==> src/rtl/hp_mul_round_pipe.sv <==
// Normalize/round back end of the binary16 multiplier.
// Two-stage valid/ready pipeline: normalize, then round and classify.
package hp_mul_round_pkg;

  typedef struct packed {
    logic       sign;
    logic [6:0] exp;
    logic [9:0] mant;
    logic       guard;
    logic       sticky;
    logic       zero;
    logic       inv;
  } s1_t;

  typedef struct packed {
    logic [15:0] result;
    logic [1:0]  exc;
  } s2_t;

  localparam logic [1:0] EXC_OK  = 2'b00;
  localparam logic [1:0] EXC_OVF = 2'b01;
  localparam logic [1:0] EXC_UNF = 2'b10;
  localparam logic [1:0] EXC_INV = 2'b11;

endpackage

module hp_mul_round_pipe
  import hp_mul_round_pkg::*;
(
  input  logic        clk,
  input  logic        rst_n,
  input  logic        in_valid,
  output logic        in_ready,
  input  logic        in_sign,
  input  logic [6:0]  in_exp,
  input  logic [21:0] in_prod,
  input  logic        in_zero,
  input  logic [1:0]  in_exc,
  output logic        out_valid,
  input  logic        out_ready,
  output logic [15:0] out_result,
  output logic [1:0]  out_exc,
  output logic [7:0]  ovf_cnt,
  output logic [7:0]  unf_cnt
);

  s1_t        s1_d, s1_q;
  s2_t        s2_d, s2_q;
  logic       s1_valid_q;
  logic       s2_valid_q;
  logic [7:0] ovf_cnt_q;
  logic [7:0] unf_cnt_q;

  logic       s2_adv;
  logic       in_fire;
  logic       s1_move;
  logic       out_fire;

  assign s2_adv   = !s2_valid_q || out_ready;
  assign in_ready = rst_n && (!s1_valid_q || s2_adv);
  assign in_fire  = in_valid && in_ready;
  assign s1_move  = s1_valid_q && s2_adv;
  assign out_fire = s2_valid_q && out_ready;

  always_comb begin
    s1_d      = '0;
    s1_d.sign = in_sign;
    s1_d.zero = in_zero;
    s1_d.inv  = (in_exc == EXC_INV);
    if (in_prod[21]) begin
      s1_d.mant   = in_prod[20:11];
      s1_d.guard  = in_prod[10];
      s1_d.sticky = |in_prod[9:0];
      s1_d.exp    = in_exp - 7'd14;
    end else begin
      s1_d.mant   = in_prod[19:10];
      s1_d.guard  = in_prod[9];
      s1_d.sticky = |in_prod[8:0];
      s1_d.exp    = in_exp - 7'd15;
    end
  end

  logic        rnd;
  logic [10:0] mant_sum;
  logic [7:0]  exp_r;
  logic        is_ovf;
  logic        is_unf;
  logic        sel_inv;
  logic        sel_zero;
  logic        sel_ovf;
  logic        sel_unf;
  logic        sel_norm;

  // exp_r is signed two's complement; bit 7 marks a negative exponent
  always_comb begin
    rnd      = s1_q.guard && (s1_q.sticky || s1_q.mant[0]);
    mant_sum = {1'b0, s1_q.mant} + {10'b0, rnd};
    exp_r    = {s1_q.exp[6], s1_q.exp} + {7'b0, mant_sum[10]};
    is_ovf   = !exp_r[7] && (exp_r >= 8'd31);
    is_unf   = exp_r[7] || (exp_r == 8'd0);
    sel_inv  = s1_q.inv;
    sel_zero = !s1_q.inv && s1_q.zero;
    sel_ovf  = !s1_q.inv && !s1_q.zero && is_ovf;
    sel_unf  = !s1_q.inv && !s1_q.zero && !is_ovf && is_unf;
    sel_norm = !s1_q.inv && !s1_q.zero && !is_ovf && !is_unf;
  end

  always_comb begin
    s2_d = '0;
    unique case (1'b1)
      sel_inv: begin
        s2_d.result = 16'h7E00;
        s2_d.exc    = EXC_INV;
      end
      sel_zero: begin
        s2_d.result = {s1_q.sign, 15'h0};
        s2_d.exc    = EXC_OK;
      end
      sel_ovf: begin
        s2_d.result = {s1_q.sign, 5'h1F, 10'h0};
        s2_d.exc    = EXC_OVF;
      end
      sel_unf: begin
        s2_d.result = {s1_q.sign, 15'h0};
        s2_d.exc    = EXC_UNF;
      end
      sel_norm: begin
        s2_d.result = {s1_q.sign, exp_r[4:0], mant_sum[9:0]};
        s2_d.exc    = EXC_OK;
      end
      default: s2_d = '0;
    endcase
  end

  always_ff @(posedge clk or negedge rst_n) begin
    if (!rst_n) begin
      s1_valid_q <= 1'b0;
      s1_q       <= '0;
    end else if (in_fire) begin
      s1_valid_q <= 1'b1;
      s1_q       <= s1_d;
    end else if (s1_move) begin
      s1_valid_q <= 1'b0;
    end
  end

  always_ff @(posedge clk or negedge rst_n) begin
    if (!rst_n) begin
      s2_valid_q <= 1'b0;
      s2_q       <= '0;
    end else if (s2_adv) begin
      s2_valid_q <= s1_valid_q;
      if (s1_valid_q) begin
        s2_q <= s2_d;
      end
    end
  end

  always_ff @(posedge clk or negedge rst_n) begin
    if (!rst_n) begin
      ovf_cnt_q <= '0;
      unf_cnt_q <= '0;
    end else if (out_fire) begin
      if (s2_q.exc == EXC_OVF && ovf_cnt_q != 8'hFF) begin
        ovf_cnt_q <= ovf_cnt_q + 8'd1;
      end
      if (s2_q.exc == EXC_UNF && unf_cnt_q != 8'hFF) begin
        unf_cnt_q <= unf_cnt_q + 8'd1;
      end
    end
  end

  assign out_valid  = s2_valid_q;
  assign out_result = s2_q.result;
  assign out_exc    = s2_q.exc;
  assign ovf_cnt    = ovf_cnt_q;
  assign unf_cnt    = unf_cnt_q;

endmodule

==> config.mk <==
export PLATFORM = sky130hd
export DESIGN_NAME = hp_mul_round_pipe
export DESIGN_NICKNAME = d
export VERILOG_FILES = /design/src/rtl/hp_mul_round_pipe.sv
export SDC_FILE = /design/constraint.sdc
export NUM_CORES = 1
export LEC_CHECK = 0
export ABC_AREA = 1
export CAP_MARGIN = 20
export CORE_ASPECT_RATIO = 0.5
export CORE_MARGIN = 3
export CORE_UTILIZATION = 56
export CTS_BUF_LIST = sky130_fd_sc_hd__clkbuf_8
export DETAILED_ROUTE_END_ITERATION = 8
export PLACE_DENSITY = 0.95
export SYNTH_ARGS = -nofsm -noshare
export SYNTH_HDL_FRONTEND = slang
export SYNTH_SLANG_ARGS = --single-unit
==> constraint.sdc <==
create_clock -name clk -period 7.6 [get_ports clk]
set_input_delay 1.9 -clock clk [delete_from_list [all_inputs] [get_ports clk]]
set_output_delay 1.9 -clock clk [all_outputs]
set_load 0.01 [all_outputs]
==> reports/metrics.csv <==
metric,value,unit
clock_skew,0.005220,ns
clk_latency,0.34,ns
synthArstFlopShare,1.000,
setup_viol,0,
die_h,59.37,um
via_per_inst,5.540,
area_growth_syn_to_layout,30.36,%
critical_path.startpoint,rst_n,
yosysTopAreaCell,dfrtp_1,
ios,73,
drv_cap,0,
worstPathCellList,"buf_2, buf_4, nand2_1, inv_1, clkdlybuf4s50_1",
wl,7428,um
cts_root_buf,clkbuf_8,
slew_violations,0,
end_kind,primary output,
worst-path-stages,5,
hold_viol_final,0,
cp-start-kind,input pin,
synth_edf_count,0,
finalHoldWorstSlack,0.4839,ns
r2r_slack,3.86,ns
clkTransAtPathRegs,0.06,ns
num_rows,18,
powerDensity,248.7,nW/um^2
cts_buffers,9,
finish.utilization,0.7992,
postSynthAreaPerCell,8.034,um^2
synthTopCellsByCount,"nand2_1, dfrtp_1, inv_1, nor2_1, nand3_1",
dieArea,6692,um^2
synthSimpleGateAreaFrac,0.2836,
drive_gt1_frac,0.06751,
place_hpwl,5185,um
synth_compound_area_frac,0.08356,
r2r-end,out_result[9],
firstDrtPassIters,5,
peakVddDrop,186.6,uV
n_antenna_cell,0,
cp.arrival,3.32,ns
first_iter_violations,257,
fin_crit,5.218,ns
netlist_instances,397,
fillers,331,
grt_setup_unrepaired,false,
required,5.70,ns
leakage,2.038,nW
ys_warn_count,0,
post-cts-setup-buffers,0,
tightest_slew,0.8991,ns
synth_xor_area_frac,0.06316,
clockBufferDepth,2,
crit_type,input pin to primary output,
r2r_cells,21,
grt_max_degree,60,
path_max_fanout,59,
start_util,0.6130,
synthAdderAreaFrac,0.03531,
postCtsResizedCells,0,
route.antenna.remaining_nets,0,
final_cells,544,
syn_area,3189,um^2
post-route-drc-count,0,
grt_pass1_wl,12490,um
critPathMaxStageDelay,0.56,ns
synth_top_family_by_area,simple AND/OR/NAND/NOR gates,
postCtsHoldBufs,0,
coreArea,5202,um^2
yosysTopAreaCellShare,0.4551,
hold_path.class,flip-flop to flip-flop,
min_period_over_period,0.6866,
slowest_stage,buf_4,
status,"finished, final reports clean",
synth.area.top_cells,"dfrtp_1, nand2_1, nand3_1",
synth.yosys.seq_area_share,0.4551,
synth_nets,443,
overflow,0,
placed_cells,529,
cts.sinks,58,
cpLargestDelayFamily,buffers and inverters,
r2r-start,s1_q[4],
ys_ff_latch,58,
timing.setup.tns,0,ns
cts.htree.levels,3,
antenna_found_initial,0,
synthMuxAreaShare,0.003531,
synth_cell_type_count,36,
gp_congestion,0.8554,
grt_usage,0.2365,
ys.flop_type,dfrtp_1,
grt_pass1_vias,2791,
finalPower,0.001034,W
yosysMostFrequentCell,nand2_1,
die_w,112.7,um
nNetsFinal,516,
avgRoutedWirePerCell,13.65,um
cts_tree,done,
critPathBufInv,4,
endpoint,in_ready,
portBuffers,72,
max_slew_margin,0.3992,
dr_total_vias,3014,
fmax,0.1916,GHz
-- kinds of logic after synthesis --
| kind of cell | Yosys count |
|---|---|
| and+or+nand+nor | 207 |
| buffers and inverters | 59 |
| DFF | 58 |
| AOI/OAI and AO/OA | 40 |
| xor gates and xnor gates | 23 |
| adders and majority gates | 9 |
| muxes | 1 |
-- per-layer routing --
| layer | vias to the layer above | GRT usage | share of wire |
|---|---|---|---|
| li1 | 1430 | - | - |
| met1 | 1413 | 0.2993 | 0.44 |
| met2 | 146 | 0.3914 | 0.46 |
| met3 | 25 | 0.07034 | 0.074 |
| met4 | 0 | 0.09075 | 0.027 |
| met5 | - | 0 | 0 |
-- cell usage in the layout (no fill, tap or decap) --
| master | netlist | final |
|---|---|---|
| o211ai_1 | 3 | 3 |
| xor2_1 | 18 | 18 |
| o21ai_1 | 6 | 6 |
| nor3_1 | 4 | 4 |
| nor2_1 | 43 | 43 |
| inv_1 | 43 | 45 |
| o21a_1 | 3 | 3 |
| buf_4 | 1 | 1 |
| nor2_2 | 3 | 3 |
| inv_2 | 3 | 3 |
| dfrtp_1 | 58 | 58 |
| a22o_1 | 1 | 1 |
| a21boi_4 | 1 | 1 |
| nand2_1 | 99 | 99 |
| clkinv_1 | 2 | 2 |
| nand2_2 | 3 | 3 |
| o21ai_0 | 11 | 11 |
| nand2_4 | 1 | 1 |
| nor4_1 | 1 | 1 |
| bufinv_16 | 0 | 2 |
| mux2_2 | 1 | 1 |
| nand4_1 | 13 | 13 |
| o31ai_2 | 1 | 1 |
| ha_1 | 9 | 9 |
| buf_2 | 1 | 1 |
| nand3_1 | 35 | 35 |
| nand3_2 | 1 | 1 |
| clkdlybuf4s50_1 | 0 | 71 |
| xnor2_1 | 5 | 5 |
| o31ai_1 | 8 | 8 |
| o2111ai_1 | 1 | 1 |
| and3_1 | 1 | 1 |
| clkbuf_8 | 0 | 11 |
| or2_2 | 2 | 2 |
| a21oi_1 | 4 | 4 |
| nor2_4 | 1 | 1 |
| o21bai_1 | 1 | 1 |
-- worst register-to-register path, delay by kind of cell, from the launching register on --
kind | cells | cell delay [ns]
flops | 1 | 0.37
compound gates | 1 | 0.19
fa+ha+maj | 4 | 0.98
buf+inv | 2 | 0.16
simple gates | 14 | 1.98
-- how the worst min path moves through the flow --
stage | from | to | slack, ns | cells after the start
2_1_floorplan | s1_q[2] | s1_q[2] | 0.45 | 2
3_3_place_gp | s1_q[21] | s1_q[21] | 0.47 | 2
3_5_place_dp | s1_q[2] | s1_q[2] | 0.47 | 2
4_1_cts | s1_q[2] | s1_q[2] | 0.48 | 2
5_1_grt | out_result[10] | out_result[10] | 0.51 | 2
6_report | s1_q[2] | s1_q[2] | 0.48 | 2
-- area by class of cell --
| type | count | area [um^2] | area share |
|---|---|---|---|
| sequential | 58 | 1451 | 0.3491 |
| clock inverter | 4 | 67.56 | 0.01625 |
| tap | 70 | 87.58 | 0.02107 |
| clock buffer | 11 | 151.4 | 0.03641 |
| timing repair buffer | 73 | 723.2 | 0.1739 |
| inverter | 48 | 180.2 | 0.04333 |
| multi-input combinational | 280 | 1496 | 0.3599 |
-- through the flow --
step | setup slack (ns) | instance area, um^2
6_report | 2.382 | 4158
2_1_floorplan | 3.556 | 3189
3_3_place_gp | 2.360 | 3939
4_1_cts | 2.347 | 4158
3_5_place_dp | 2.348 | 3939
5_1_grt | 2.238 | 4158
-- flip-flops by register name (all words and copies together) (netlist names) --
name,flops
s1_q,21
ovf_cnt,8
out_result,16
out_exc,2
unf_cnt,8
s1_valid_q,1
sel_inv,1
out_valid,1
-- power by group --
part	leakage (nW)	total, W	internal [W]	switching, W
Clock	0.118	0.000315	0.000198	0.000117
Combinational	1.20	0.000289	0.000147	0.000143
Sequential	0.719	0.000429	0.000368	0.0000611
(Power assumes the default switching activity.)
